===== config.mk =====
export PLATFORM = sky130hd
export DESIGN_NAME = meas_frame_tx
export DESIGN_NICKNAME = d
export VERILOG_FILES = /design/src/rtl/meas_frame_tx.sv
export SDC_FILE = /design/constraint.sdc
export NUM_CORES = 2
export LEC_CHECK = 0
export BUFFER_PORTS_ARGS = -buffer_cell sky130_fd_sc_hd__buf_2
export CAP_MARGIN = 20
export CORE_MARGIN = 3
export CORE_UTILIZATION = 52
export CTS_CLUSTER_SIZE = 24
export DETAILED_ROUTE_END_ITERATION = 16
export PLACE_DENSITY = 0.72
export SLEW_MARGIN = 20
export SYNTH_ARGS = -nofsm -noshare
export SYNTH_HDL_FRONTEND = slang
export SYNTH_SLANG_ARGS = --single-unit

===== constraint.sdc =====
create_clock -name clk -period 45.4 [get_ports clk]
set_input_delay 2.27 -clock clk [delete_from_list [all_inputs] [get_ports clk]]
set_output_delay 2.27 -clock clk [all_outputs]
set_load 0.005 [all_outputs]

===== src/rtl/meas_frame_tx.sv =====
// Periodic ASCII measurement frame transmitter: per-channel live/min/max/freeze
// registers, a frame timer and a byte-serialising FSM feeding a UART FIFO.
module meas_frame_tx #(
    parameter int N_CH   = 13,
    parameter int PERIOD = 65000000
) (
    input  logic              clk,
    input  logic              rst,
    input  logic              en,
    input  logic [1:0]        mode,
    input  logic              clr_hold,
    input  logic              sample_stb,
    input  logic [16*N_CH-1:0] din,
    input  logic              tx_full,
    output logic [7:0]        tx_data,
    output logic              tx_wr,
    output logic              busy,
    output logic              overrun,
    output logic [2:0]        dbg_state
);

    typedef enum logic [2:0] {IDLE, LATCH, CHAR, WAIT, EOL} state_t;

    localparam int              TW        = $clog2(PERIOD);
    localparam logic [TW-1:0]   T_LAST    = TW'(PERIOD - 1);
    localparam logic [3:0]      LAST_TENS = 4'((N_CH - 1) / 10);
    localparam logic [3:0]      LAST_ONES = 4'((N_CH - 1) % 10);

    logic [TW-1:0]             timer;
    logic                      trigger;
    logic                      pending;
    logic [N_CH-1:0][15:0]     live, mn, mx, frz;
    logic                      frz_armed;
    logic [16*N_CH-1:0]        sel, snap;
    state_t                    state;
    logic [3:0]                pos, tens, ones;
    logic                      last_ch, eol_phase;
    logic [1:0]                eol_cnt;
    logic [7:0]                chan_byte;

    function automatic logic [7:0] digit(input logic [3:0] n);
        return (n > 4'd9) ? 8'h3F : (8'h30 + {4'h0, n});
    endfunction

    assign trigger   = en && (timer == T_LAST);
    assign dbg_state = state;

    always_ff @(posedge clk or posedge rst) begin
        if (rst) begin
            timer <= '0;
        end else if (!en || timer == T_LAST) begin
            timer <= '0;
        end else begin
            timer <= timer + 1'b1;
        end
    end

    always_ff @(posedge clk or posedge rst) begin
        if (rst) begin
            live      <= '0;
            frz       <= '0;
            frz_armed <= 1'b1;
            for (int k = 0; k < N_CH; k++) begin
                mn[k] <= 16'h9999;
                mx[k] <= 16'h0000;
            end
        end else begin
            for (int k = 0; k < N_CH; k++) begin
                if (sample_stb) live[k] <= din[16*k +: 16];
                if (clr_hold && sample_stb) begin
                    mn[k]  <= din[16*k +: 16];
                    mx[k]  <= din[16*k +: 16];
                    frz[k] <= din[16*k +: 16];
                end else if (clr_hold) begin
                    mn[k] <= 16'h9999;
                    mx[k] <= 16'h0000;
                end else if (sample_stb) begin
                    if (din[16*k +: 16] < mn[k]) mn[k] <= din[16*k +: 16];
                    if (din[16*k +: 16] > mx[k]) mx[k] <= din[16*k +: 16];
                    if (frz_armed) frz[k] <= din[16*k +: 16];
                end
            end
            // Freeze captures only the first sample after a clear.
            if (clr_hold)        frz_armed <= !sample_stb;
            else if (sample_stb) frz_armed <= 1'b0;
        end
    end

    always_comb begin
        sel = '0;
        for (int k = 0; k < N_CH; k++) begin
            case (mode)
                2'd0:    sel[16*k +: 16] = live[k];
                2'd1:    sel[16*k +: 16] = mn[k];
                2'd2:    sel[16*k +: 16] = mx[k];
                default: sel[16*k +: 16] = frz[k];
            endcase
        end
    end

    // The snapshot shifts down one channel per field, so the current value is always the low word.
    always_comb begin
        chan_byte = 8'h20;
        case (pos)
            4'd0:    chan_byte = digit(tens);
            4'd1:    chan_byte = digit(ones);
            4'd2:    chan_byte = 8'h3A;
            4'd3:    chan_byte = digit(snap[15:12]);
            4'd4:    chan_byte = 8'h2E;
            4'd5:    chan_byte = digit(snap[11:8]);
            4'd6:    chan_byte = digit(snap[7:4]);
            4'd7:    chan_byte = digit(snap[3:0]);
            default: chan_byte = 8'h20;
        endcase
    end

    assign last_ch = (tens == LAST_TENS) && (ones == LAST_ONES);

    // Handshake: a byte is issued on an edge where the FSM is in CHAR/EOL and tx_full=0;
    // tx_wr is high for exactly the following cycle, tx_data holds otherwise.
    always_ff @(posedge clk or posedge rst) begin
        if (rst) begin
            state     <= IDLE;
            pending   <= 1'b0;
            overrun   <= 1'b0;
            busy      <= 1'b0;
            tx_wr     <= 1'b0;
            tx_data   <= 8'h00;
            snap      <= '0;
            pos       <= '0;
            tens      <= '0;
            ones      <= '0;
            eol_phase <= 1'b0;
            eol_cnt   <= '0;
        end else begin
            tx_wr <= 1'b0;
            if (trigger) begin
                if (pending || state != IDLE) overrun <= 1'b1;
                else                          pending <= 1'b1;
            end
            case (state)
                IDLE: begin
                    if (pending) begin
                        pending <= 1'b0;
                        busy    <= 1'b1;
                        state   <= LATCH;
                    end
                end
                LATCH: begin
                    snap      <= sel;
                    pos       <= '0;
                    tens      <= '0;
                    ones      <= '0;
                    eol_phase <= 1'b0;
                    eol_cnt   <= '0;
                    state     <= CHAR;
                end
                CHAR: begin
                    if (!tx_full) begin
                        tx_wr   <= 1'b1;
                        tx_data <= chan_byte;
                        state   <= WAIT;
                        if (pos == 4'd8) begin
                            pos  <= '0;
                            snap <= snap >> 16;
                            if (last_ch) begin
                                eol_phase <= 1'b1;
                            end else if (ones == 4'd9) begin
                                ones <= '0;
                                tens <= tens + 1'b1;
                            end else begin
                                ones <= ones + 1'b1;
                            end
                        end else begin
                            pos <= pos + 1'b1;
                        end
                    end
                end
                WAIT: begin
                    if (eol_cnt == 2'd2) begin
                        busy  <= 1'b0;
                        state <= IDLE;
                    end else if (eol_phase) begin
                        state <= EOL;
                    end else begin
                        state <= CHAR;
                    end
                end
                EOL: begin
                    if (!tx_full) begin
                        tx_wr   <= 1'b1;
                        tx_data <= (eol_cnt == 2'd0) ? 8'h0D : 8'h0A;
                        eol_cnt <= eol_cnt + 1'b1;
                        state   <= WAIT;
                    end
                end
                default: state <= IDLE;
            endcase
        end
    end

endmodule


# Yosys cells after proc, flatten, opt, wreduce, memory -nomap -nowiden
# Cells that the tools add are included.
[word_totals]
register_bits = 1097
inputBits = 216
elab_cells = 441
[classes]
add_sub_neg = 11
order_cmp = 32
eq_ne = 29
muxes = 219
reduce_logical = 84
[op_table]
columns = ["cell", "count"]
rows = [
  ["2-to-1 mux 16 bit", 156],
  ["one-hot mux 16 bit (3 select lines)", 13],
  ["2-to-1 mux 208 bit", 2],
  ["one-hot mux 208 bit (2 select lines)", 1],
  ["greater-than comparator 16 bit", 13],
  ["< comparator 16 bit", 13],
  ["nonzero test 3 bit", 28],
  ["AND reduction 2 bit", 30],
  ["one-hot mux 7 bit (8 select lines)", 1],
  ["adder 6 x 4 -> 7 bit, first input constant", 6],
  ["2-to-1 mux 7 bit", 6],
  ["2-to-1 mux 4 bit", 10],
  ["adder 26 x 1 -> 26 bit, second input constant", 1],
  ["equality test 26 bit, second input constant", 1],
  ["2-to-1 mux 26 bit", 1],
  ["greater-than comparator 4 bit, second input constant", 6],
  ["one-hot mux 4 bit (2 select lines)", 3],
  ["!= test 2 bit, second input constant", 9],
  ["equality test 4 x 3 -> 1 bit, second input constant", 4],
  ["2-to-1 mux 8 bit", 2],
  ["one-hot mux 8 bit (2 select lines)", 1],
  ["2-to-1 mux 3 bit", 5],
  ["nonzero test 2 bit", 7],
  ["2-to-1 mux 1 bit", 13],
  ["other kinds (25)", 43],
]

# Logic depth before layout (Yosys ltp)
[logic_depth]
depth_word = 6
mapped_depth = 9
depth_no_buf = 8

# Worst setup path before layout
# OpenSTA, ideal clock, no wires.
[synth_timing]
kind = "input -> register"
start = "in din[7]"
end = "reg mn[1] (netlist name)"
t_arrival_ns = 4.006
path_slack_ns = 41.273
path_stages = 8
cell_sequence = "ha_1 > a21oi_1 > a21oi_1 > o31a_1 > a311oi_1 > a21oi_1 > clkbuf_1 > a22o_1"
[synth_between]
elab_chain_cells = 3
[synth_rtl]
columns = ["element", "line", "rtl"]
rows = [
  ["start, declared", "13", "input logic [16*N_CH-1:0] din,"],
  ["< comparator 16 bit", "78", "if (din[16*k +: 16] < mn[k]) mn[k] <= din[16*k +: 16];"],
  ["nonzero test 3 bit (no line)", "--", ""],
  ["AND reduction 2 bit (no line)", "--", ""],
  ["end signal, assigned by index", "71", "mn[k] <= din[16*k +: 16];"],
  ["end, declared", "32", "logic [N_CH-1:0][15:0] live, mn, mx, frz;"],
]
# No other way between the ends.
# A chain may end at the register's enable or synchronous reset.

==> metrics <==
Main synth FF type dfrtp_1; IO Count 230; Vias per Instance 6.12; Worst EP required 46100 ps; mapped cell area 58100 µm²; Synth cell types 76; Post-synth ARST share 1.00; Mean Syn Cell Area 11.1 µm²; hold crit path type register to register; total CTS buffers 117; Final min period 5430 ps; share of cells above drive strength 1 0.225; core area 110000 µm²; initial antenna violation count 32; CTS tree built; Setup CP Type input pin to asynchronous set/reset pin; Final nets 5994; r2r setup slk 41040 ps; FF+latch count, synth 1095; all-layer global routing usage 0.272; H-tree Lvls 3; Sw Share 0.316; Design Power 3.02 mW; global route overflow 0; status completed; Peak supply drop 0.0315 mV; Post-DP HPWL 105000 µm; WL per Instance 22.6 µm; DRC Markers 0; leakage power 29.1 nW; unrepaired setup endpoints after global routing false; CTS Buffer Depth 3; Util after Layout 0.586; top cells by area, synth dfrtp_1, ha_1, mux4_2; PD cells 47.0 nW/µm²; Int Power 2.07 mW; Crit. End Element asynchronous set/reset pin; Die Y 340 µm; Total Wirelength 157000 µm; post-layout worst setup margin 39970 ps; CTS Sinks 1095; first drt pass iteration count 5; setup violators final 0; final period utilization 0.120; Hold-fix buffers, CTS 0; vias in the first global route 43.1k; post-synthesis sequential area ratio 0.474; Worst-Margin Slew 1070 ps; NetSw 957 µW; Non-Filler Instances 6961; Placed Cells 6721; combinational share of power 0.231; Post-DRT Antenna Nets 0; max_slew headroom 0.285; Max Cap Viol 0; fin. max-slew vios 0; Rows 121; clk_skew 34.5 ps; CTS root buf clkbuf_16; largest net degree at the start of global routing 200; final hold viol count 0; Synth area leader dfrtp_1; min-delay src frz[144]; post-synth top area share 0.427; number of enable flip-flop cells after synthesis 0; Initial Util 0.528; Clock power frac 0.320; die area 116000 µm²; Worst-path clk slew 60 ps; worst r2r src dbg_state[0]; Critical Path Start rst; drt first-iter violations 3599; Mapped Cells 5239; Seq pwr share 0.449; CP Max Fanout 164; Setup crit start kind input pin; PortBufs 227; Area growth syn-to-layout 10.9%; Clk Latency, worst-skew pair 720 ps; vias 42.6k; first-pass GRT wire length 249000 µm; Ys Warns 0; Post-Place Setup Slack 38750 ps; gpl congestion 0.899; setup TNS 0 ps; Crit path arrival time 6130 ps; # resized after CTS 0; Post-CTS Setup Inserts 0; Die X 340 µm; FMAX 0.184 GHz
[synthesized netlist by cell type (all sizes together) (67+ instances only)]
master  instances
ha            413
nand3          67
inv           445
clkbuf        148
dfrtp         990
a22o          275
nand2         640
mux4          208
a31oi         213
a21oi         194
nor3           70
o21ai         189
mux2          403
buf           127
nor2          340
dfstp         105
[stage by stage]
step                      instance area (µm²)  hold slack (ps)
after global placement                  60400              457
final                                   64400              477
after global routing                    64400              493
after detailed placement                60400              466
after floorplan                         58100              445
after CTS                               64300              479
[kinds of logic after synthesis]
| logic type | synth area share |
|---|---|
| AND/OR/NAND/NOR | 0.0928 |
| AO/OA/AOI/OAI | 0.130 |
| flip-flops | 0.474 |
| buffers and inverters | 0.0511 |
| multiplexers | 0.159 |
| adder cells (fa/ha/maj) | 0.0890 |
| XOR/XNOR | 0.00392 |
| other | 0.0000646 |
[layout make-up]
type,instances,area (µm²)
Antenna cell,19,47.5
Clock buffer,175,3420
Clock inverter,45,473
Fill cell,9050,45500
Inverter,447,1690
Multi-Input combinational cell,3423,27700
Sequential cell,1095,27500
Tap cell,1476,1850
Timing Repair Buffer,281,1690
[state kept, by name, summed over array words and instances (netlist names), 2 cells and up]
signal	flops
ones	4
mx	208
frz	208
tens	4
tx_data	6
eol_cnt	2
snap	208
dbg_state	3
live	208
pos	4
mn	208
timer	26
[layout by cell type, fill, tap and decap left out, types with 31 or more instances in the layout]
master | synthesis | routed
nand3_1 | 67 | 67
buf_4 | 18 | 45
o21ai_0 | 180 | 180
mux4_2 | 208 | 208
nor3_1 | 70 | 70
buf_2 | 81 | 223
a21o_1 | 50 | 50
dfrtp_1 | 990 | 990
a31oi_1 | 213 | 205
a22o_1 | 275 | 275
ha_1 | 413 | 413
inv_1 | 445 | 444
mux2_2 | 403 | 403
nand2_1 | 640 | 638
a21oi_1 | 191 | 191
clkbuf_1 | 148 | 33
nor2_1 | 339 | 338
o211ai_1 | 31 | 31
clkbuf_16 | 0 | 119
nand4_1 | 53 | 53
dfstp_2 | 105 | 105
[power groups by stage]
stage,logic [mW],registers (mW),clock network [mW]
final,0.699,1.36,0.968
after floorplan,0.520,1.30,0
after CTS,0.699,1.35,0.981
after detailed placement,0.694,1.36,0
after global routing,0.785,1.38,1.02
after global placement,0.671,1.36,0
[final timing paths]
path                                  to  depth (start not counted)
worst max-delay path            frz[119]                          6
worst min-delay path            frz[144]                          2
worst max register to register  snap[99]                          6
worst min register to register  frz[144]                          2
max in group clk                snap[58]                          7
min in group asynchronous       timer[4]                          2
[layer usage]
metal,global-route usage,part of all wire,vias up
met4,0.0772,0.025,22
li1,-,-,19200
met5,0,0.00087,-
met2,0.433,0.47,1392
met1,0.375,0.43,21700
met3,0.0620,0.080,237
[worst max-delay path: stages]
cell and delay (ps):
buf_2 130, inv_8 440, buf_12 690, buf_6 660
buf_4 860, buf_4 830
Power figures use the tool's default switching activity.
